### config.mk
export PLATFORM = sky130hd
export DESIGN_NAME = pic_irq_scheduler
export DESIGN_NICKNAME = d
export VERILOG_FILES = /design/src/rtl/pic_pkg.sv /design/src/rtl/pic_rot_prio_enc.sv /design/src/rtl/pic_irq_scheduler.sv
export SDC_FILE = /design/constraint.sdc
export NUM_CORES = 1
export LEC_CHECK = 0
export CAP_MARGIN = 20
export CORE_MARGIN = 3
export CORE_UTILIZATION = 40
export CTS_CLUSTER_DIAMETER = 50
export DETAILED_ROUTE_END_ITERATION = 10
export HOLD_SLACK_MARGIN = 0.12
export PLACE_DENSITY = 0.6
export SLEW_MARGIN = 40
export SYNTH_ARGS = -nofsm -noshare
export SYNTH_HDL_FRONTEND = slang
export SYNTH_SLANG_ARGS = --single-unit
### constraint.sdc
create_clock -name clk -period 6.5 [get_ports clk]
set_clock_uncertainty 0.15 [all_clocks]
set_input_delay 0.975 -clock clk [delete_from_list [all_inputs] [get_ports clk]]
set_output_delay 0.975 -clock clk [all_outputs]
set_load 0.02 [all_outputs]
### src/rtl/pic_pkg.sv
// pic_pkg: shared types and constants for the PIC interrupt scheduler.
//   state_t        - scheduler FSM states (IDLE, PEND, WAIT2)
//   NUM_IR, LVL_W  - request line count and level encoding width
//   EOI_NS..SET_PRI - OCW2 {R,SL,EOI} command codes
//   prio_rank()    - rank of a level under the current rotation (0 = highest)
package pic_pkg;

    localparam int NUM_IR = 8;
    localparam int LVL_W  = 3;

    typedef enum logic [1:0] {
        IDLE  = 2'd0,
        PEND  = 2'd1,
        WAIT2 = 2'd2
    } state_t;

    localparam logic [2:0] EOI_NS  = 3'b001;
    localparam logic [2:0] EOI_SP  = 3'b011;
    localparam logic [2:0] ROT_NS  = 3'b101;
    localparam logic [2:0] ROT_SP  = 3'b111;
    localparam logic [2:0] SET_PRI = 3'b110;

    // The level just after 'lowest' is rank 0; 3-bit wrap does the mod 8.
    function automatic logic [LVL_W-1:0] prio_rank(input logic [LVL_W-1:0] lvl,
                                                   input logic [LVL_W-1:0] lowest);
        return lvl - lowest - 3'd1;
    endfunction

endpackage

### src/rtl/pic_rot_prio_enc.sv
// pic_rot_prio_enc: rotating find-first over an 8-bit request vector.
// Ports:
//   vec    in  8  candidate bits
//   lowest in  3  lowest-priority level; search starts at lowest+1 and wraps
//   valid  out 1  any bit of vec set
//   lvl    out 3  highest-priority set level (0 when !valid)
module pic_rot_prio_enc
    import pic_pkg::*;
(
    input  logic [NUM_IR-1:0] vec,
    input  logic [LVL_W-1:0]  lowest,
    output logic              valid,
    output logic [LVL_W-1:0]  lvl
);

    logic [LVL_W-1:0] idx;

    // Scan from the lowest priority up to the highest so the last hit wins.
    always_comb begin
        valid = 1'b0;
        lvl   = '0;
        idx   = '0;
        for (int i = NUM_IR - 1; i >= 0; i--) begin
            idx = lowest + LVL_W'(i + 1);
            if (vec[idx]) begin
                valid = 1'b1;
                lvl   = idx;
            end
        end
    end

endmodule

### src/rtl/pic_irq_scheduler.sv
// pic_irq_scheduler: IRR/ISR bookkeeping, nested priority resolution and the
// two-pulse INTA acknowledge sequence of the PIC.
// Optional feature macro: PIC_AUTO_ROTATE_EN (rotate priority on AEOI).
// Ports:
//   clk, reset        clock, synchronous active-high reset
//   ir[7:0]           synchronised request lines
//   ltim              1 = level-triggered, 0 = edge-triggered
//   imr[7:0]          mask, 1 = masked
//   aeoi, aeoi_rotate automatic EOI, rotate-on-AEOI
//   vec_base[4:0]     vector T7..T3
//   inta_stb          one strobe per INTA pulse
//   eoi_stb, eoi_cmd, eoi_lvl  OCW2 command
//   int_req           INT to the CPU
//   irr_q, isr_q      request / in-service registers
//   vector, vector_vld, spurious  acknowledge result (one-cycle pulses)
//   state_dbg         current FSM state
//
// Acknowledge handshake: int_req is raised in PEND and held until the first
// inta_stb, which commits the level (ACK1); the second inta_stb in WAIT2
// returns the vector with a one-cycle vector_vld. inta_stb outside PEND/WAIT2
// is ignored; there is no backpressure.
module pic_irq_scheduler
    import pic_pkg::*;
#(
    parameter int RESET_LOWEST = 7
) (
    input  logic              clk,
    input  logic              reset,
    input  logic [NUM_IR-1:0] ir,
    input  logic              ltim,
    input  logic [NUM_IR-1:0] imr,
    input  logic              aeoi,
    input  logic              aeoi_rotate,
    input  logic [4:0]        vec_base,
    input  logic              inta_stb,
    input  logic              eoi_stb,
    input  logic [2:0]        eoi_cmd,
    input  logic [LVL_W-1:0]  eoi_lvl,
    output logic              int_req,
    output logic [NUM_IR-1:0] irr_q,
    output logic [NUM_IR-1:0] isr_q,
    output logic [7:0]        vector,
    output logic              vector_vld,
    output logic              spurious,
    output state_t            state_dbg
);

    state_t            state;
    logic [NUM_IR-1:0] ir_d;
    logic [LVL_W-1:0]  lowest;
    logic [LVL_W-1:0]  ack_lvl;
    logic              spurious_flag;

    logic [NUM_IR-1:0] pend_vec;
    logic              req_valid, srv_valid;
    logic [LVL_W-1:0]  req_lvl, srv_lvl;
    logic              eligible;
    logic              ack1_hit, ack2;
    logic [NUM_IR-1:0] irr_nx, isr_nx;
    logic [LVL_W-1:0]  lowest_nx;

    assign pend_vec  = irr_q & ~imr;
    assign state_dbg = state;

    pic_rot_prio_enc u_req_enc (
        .vec    (pend_vec),
        .lowest (lowest),
        .valid  (req_valid),
        .lvl    (req_lvl)
    );

    pic_rot_prio_enc u_srv_enc (
        .vec    (isr_q),
        .lowest (lowest),
        .valid  (srv_valid),
        .lvl    (srv_lvl)
    );

    // Fully nested: a request must strictly outrank everything in service.
    assign eligible = req_valid &&
                      (!srv_valid || (prio_rank(req_lvl, lowest) < prio_rank(srv_lvl, lowest)));

    assign ack1_hit = (state == PEND) && inta_stb && eligible;
    assign ack2     = (state == WAIT2) && inta_stb;

    // IRR: the ACK1 clear is applied last so it beats a same-cycle new edge.
    always_comb begin
        irr_nx = ltim ? ir : (irr_q | (ir & ~ir_d));
        if (ack1_hit) irr_nx[req_lvl] = 1'b0;
    end

    // ISR and rotation: EOI clears first, then the ACK1 set so set wins.
    always_comb begin
        isr_nx    = isr_q;
        lowest_nx = lowest;
        if (eoi_stb) begin
            case (eoi_cmd)
                EOI_NS: if (srv_valid) isr_nx[srv_lvl] = 1'b0;
                ROT_NS: if (srv_valid) begin
                    isr_nx[srv_lvl] = 1'b0;
                    lowest_nx       = srv_lvl;
                end
                EOI_SP: isr_nx[eoi_lvl] = 1'b0;
                ROT_SP: begin
                    isr_nx[eoi_lvl] = 1'b0;
                    lowest_nx       = eoi_lvl;
                end
                SET_PRI: lowest_nx = eoi_lvl;
                default: ;
            endcase
        end
        if (ack1_hit) isr_nx[req_lvl] = 1'b1;
        if (ack2 && aeoi && !spurious_flag) isr_nx[ack_lvl] = 1'b0;
`ifdef PIC_AUTO_ROTATE_EN
        if (ack2 && aeoi && aeoi_rotate && !spurious_flag) lowest_nx = ack_lvl;
`endif
    end

`ifndef PIC_AUTO_ROTATE_EN
    logic unused_aeoi_rotate;
    assign unused_aeoi_rotate = aeoi_rotate;
`endif

    always_ff @(posedge clk) begin
        if (reset) begin
            state         <= IDLE;
            ir_d          <= '0;
            irr_q         <= '0;
            isr_q         <= '0;
            lowest        <= LVL_W'(RESET_LOWEST);
            ack_lvl       <= '0;
            spurious_flag <= 1'b0;
            int_req       <= 1'b0;
            vector        <= '0;
            vector_vld    <= 1'b0;
            spurious      <= 1'b0;
        end else begin
            ir_d       <= ir;
            irr_q      <= irr_nx;
            isr_q      <= isr_nx;
            lowest     <= lowest_nx;
            vector_vld <= 1'b0;
            spurious   <= 1'b0;
            case (state)
                IDLE: begin
                    int_req <= 1'b0;
                    if (eligible) begin
                        state   <= PEND;
                        int_req <= 1'b1;
                    end
                end
                PEND: begin
                    // int_req holds even if the request vanishes; the ack then goes spurious.
                    int_req <= 1'b1;
                    if (inta_stb) begin
                        state         <= WAIT2;
                        int_req       <= 1'b0;
                        ack_lvl       <= eligible ? req_lvl : 3'd7;
                        spurious_flag <= !eligible;
                    end
                end
                WAIT2: begin
                    int_req <= 1'b0;
                    if (inta_stb) begin
                        vector     <= {vec_base, ack_lvl};
                        vector_vld <= 1'b1;
                        spurious   <= spurious_flag;
                        state      <= IDLE;
                    end
                end
                default: begin
                    state   <= IDLE;
                    int_req <= 1'b0;
                end
            endcase
        end
    end

endmodule

==> results.json <==
{
  "status": "completed",
  "cp-start-kind": "input port",
  "drc": 0,
  "postCtsSetupBuffers": 0,
  "io_pins": 63,
  "synth_fp_nets": 473,
  "core_sq_um": 9459,
  "rows": 35,
  "finalMaxSlewViolations": 0,
  "p_leak_nw": 1.851,
  "worst_slew_pin_slew_ns": 0.6642,
  "globalRoute.totalOverflow": 0,
  "detailroute.via_count": 3724,
  "grt_first_pass_wirelength_um": 18290,
  "hpwl_um": 8641,
  "reg2reg_depth": 19,
  "cts_buffer_depth": 2,
  "synth_edf_count": 0,
  "r2r_start": "lowest[0]",
  "drv_cap": 0,
  "clkLatencyLatePin_ns": 0.29,
  "crit_required_ns": 6.59,
  "ys_ff_latch": 44,
  "die_x_um": 106.0,
  "seq_area_frac_synth_pct": 22.01,
  "grt_usage_pct": 19.88,
  "cpLargestDelayFamily": "compound AO/OA/AOI/OAI gates",
  "rsz0062_at_grt": "false",
  "layout.cells.most_common": "clkdlybuf4s50_1",
  "ys.flop_type": "dfxtp_1",
  "cts_tree": "yes",
  "synth.avg_cell_area_sq_um": 9.287,
  "ant_nets": 0,
  "hold_path_depth": 2,
  "syn2layout_area_growth_pct": 19.85,
  "cpPeakStageDelay_ns": 0.62,
  "mappedNetlistArea_sq_um": 4003,
  "cts_buffers": 5,
  "holdBufCountCts": 0,
  "period_share_pct": 87.07,
  "ir_worst_vdd_v": 0.0001977,
  "drt_iter0_markers": 179,
  "finalSetupViolations": 0,
  "dieArea_sq_um": 11240,
  "routed_via_density": 6.006,
  "cts-resized-gates": 0,
  "worstPathCellList": "clkdlybuf4s50_1, or2b_2, mux4_1, mux2i_1, nor2_1, o21a_1, o31a_1, ha_1, fa_1, xor2_1, xnor2_1, ha_1, nor2b_1, o32ai_1, o211ai_1, o21bai_1, nor3_1, o21a_1",
  "wl_um": 11230,
  "antennaDiodeCount": 0,
  "drive_gt1_share_pct": 15.07,
  "grt_pass1_vias": 3657,
  "ys_types": 79,
  "nets": 534,
  "multiInputGateArea_sq_um": 2863,
  "final_cell_mix": "clkdlybuf4s50_1 (61), dfxtp_1 (43), nand2_1 (39)",
  "wl_per_cell_um": 18.11,
  "n_fill_cell": 922,
  "cp_max_fo": 5,
  "seqCellArea_sq_um": 882.1,
  "cp-end-kind": "register",
  "path_clk_slew_ns": 0.08,
  "finalHoldViolations": 0,
  "placed_cell_area_sq_um": 4690,
  "hp-class": "register to register",
  "maxSlewHeadroom_pct": 55.10,
  "root_buffer": "clkbuf_8",
  "initial_core_util_pct": 42.31,
  "crit_slowest_cell": "mux4_1",
  "antenna_found_initial": 0,
  "min_from": "vector[7]",
  "grt_max_degree": 44,
  "cts_max_level": 2,
  "period_minus_slack_ns": 5.659,
  "cts_sinks": 44,
  "final_area_sq_um": 4797,
  "crit_buf_inv": 1,
  "p_per_area_nw_per_um2": 203.9,
  "whs_ns": 0.3111,
  "drt-pass1-iter-count": 5,
  "portBuffers": 61,
  "r2r_setup_slack_ns": 0.85,
  "postSynth.asyncResetShare_pct": 0,
  "place.gp.congestion": 0.8907,
  "clock.fmax_mhz": 176.7,
  "synthCells": 431,
  "setup_tns_ns": 0,
  "synth_warnings": 0,
  "path_class": "input port to register",
  "reg2reg_to": "isr_q[0]",
  "die_h_um": 106.0,
  "min_to": "vector[7]",
  "arrival_ns": 5.75
}
tightest hold or removal path, cell delays in order (launching register included):
cell,delay [ns]
dfxtp_1,0.31
nand2_1,0.05
a21oi_1,0.05
stage by stage:
stage	instances	power, W	util [%]	setup WS, ns
floorplan	431	0.0006554	-	1.437
global placement	614	0.0007727	49.58	0.6349
detailed placement	614	0.0007817	49.58	0.5652
CTS	620	0.0009818	50.62	0.8599
global route	620	0.001044	50.71	0.4621
finish	620	0.0009782	50.71	0.8406
Yosys cell counts (4+ instances only):
master	instances	share of area, %
xnor2_1	6	1.3
inv_1	11	1.0
mux2i_1	27	6.8
clkbuf_8	4	1.4
nand2_1	39	3.7
a21boi_0	8	1.5
a31oi_1	8	1.3
nor3_1	19	2.4
mux4_1	8	5.3
mux2_2	11	3.1
and2_1	4	0.63
or2b_2	5	1.1
nor2b_1	21	3.3
nand2b_1	5	0.78
dfxtp_1	44	22
clkbuf_1	8	0.75
mux4_2	15	8.4
a221oi_1	4	0.88
buf_6	5	1.4
a21oi_1	31	3.9
o21ai_0	13	1.6
o211ai_1	8	1.5
o21a_1	6	1.1
ha_1	6	1.9
nand3_1	5	0.63
nor2_1	19	1.8
o31ai_1	4	0.75
where the power goes:
group          switching [W]  total (W)  internal, W
sequential         0.0000295   0.000322     0.000293
combinational       0.000248   0.000459     0.000211
clock              0.0000870   0.000197     0.000110
area by class of cell:
type                    count  area share (%)
multi-input cells         349           59.68
well taps                 129           3.365
clock inverters             1          0.6260
inverters                  14           1.122
clock buffers               5           1.435
flip-flops and latches     44           18.39
repair buffers             78           15.39
state kept, by name, indices dropped and copies added, names as in the netlist:
| register | cells |
|---|---|
| ack_lvl | 3 |
| int_req | 1 |
| ir_d | 8 |
| lowest | 3 |
| spurious_flag | 1 |
| state_dbg | 2 |
| vector_vld | 1 |
| spurious | 1 |
| irr_q | 8 |
| vector | 8 |
| isr_q | 8 |
routing by layer:
layer  part of all wire (%)  routed length [um]  vias to the layer above  track usage [%]
met4                    2.2                 252                        0            6.013
met2                     49                5555                      102            34.38
met1                     44                4947                     1827            26.13
met5                      0                   0                        -                0
li1                       -                   -                     1772                -
met3                    4.2                 472                       23            2.125
kinds of logic (layout without fill, tap and decap cells):
logic type | after synthesis | in the layout | synth area share, %
compound gates | 120 | 120 | 20.85
xor+xnor | 9 | 9 | 1.969
fa+ha+maj | 8 | 8 | 2.876
buf+inv | 38 | 98 | 6.658
flops | 44 | 44 | 22.01
mux | 63 | 63 | 24.66
simple gates | 149 | 149 | 20.98
worst max-delay path by stage:
stage | start | to | slack, ns | cells after the start
floorplan | imr[3] | isr_q[2] | 1.44 | 18
global placement | imr[3] | isr_q[0] | 0.63 | 18
detailed placement | imr[6] | isr_q[0] | 0.57 | 18
CTS | imr[6] | isr_q[0] | 0.86 | 18
global route | lowest[0] | irr_q[0] | 0.46 | 19
finish | imr[6] | isr_q[0] | 0.84 | 18
No activity file was read; power rests on OpenSTA's default activity.
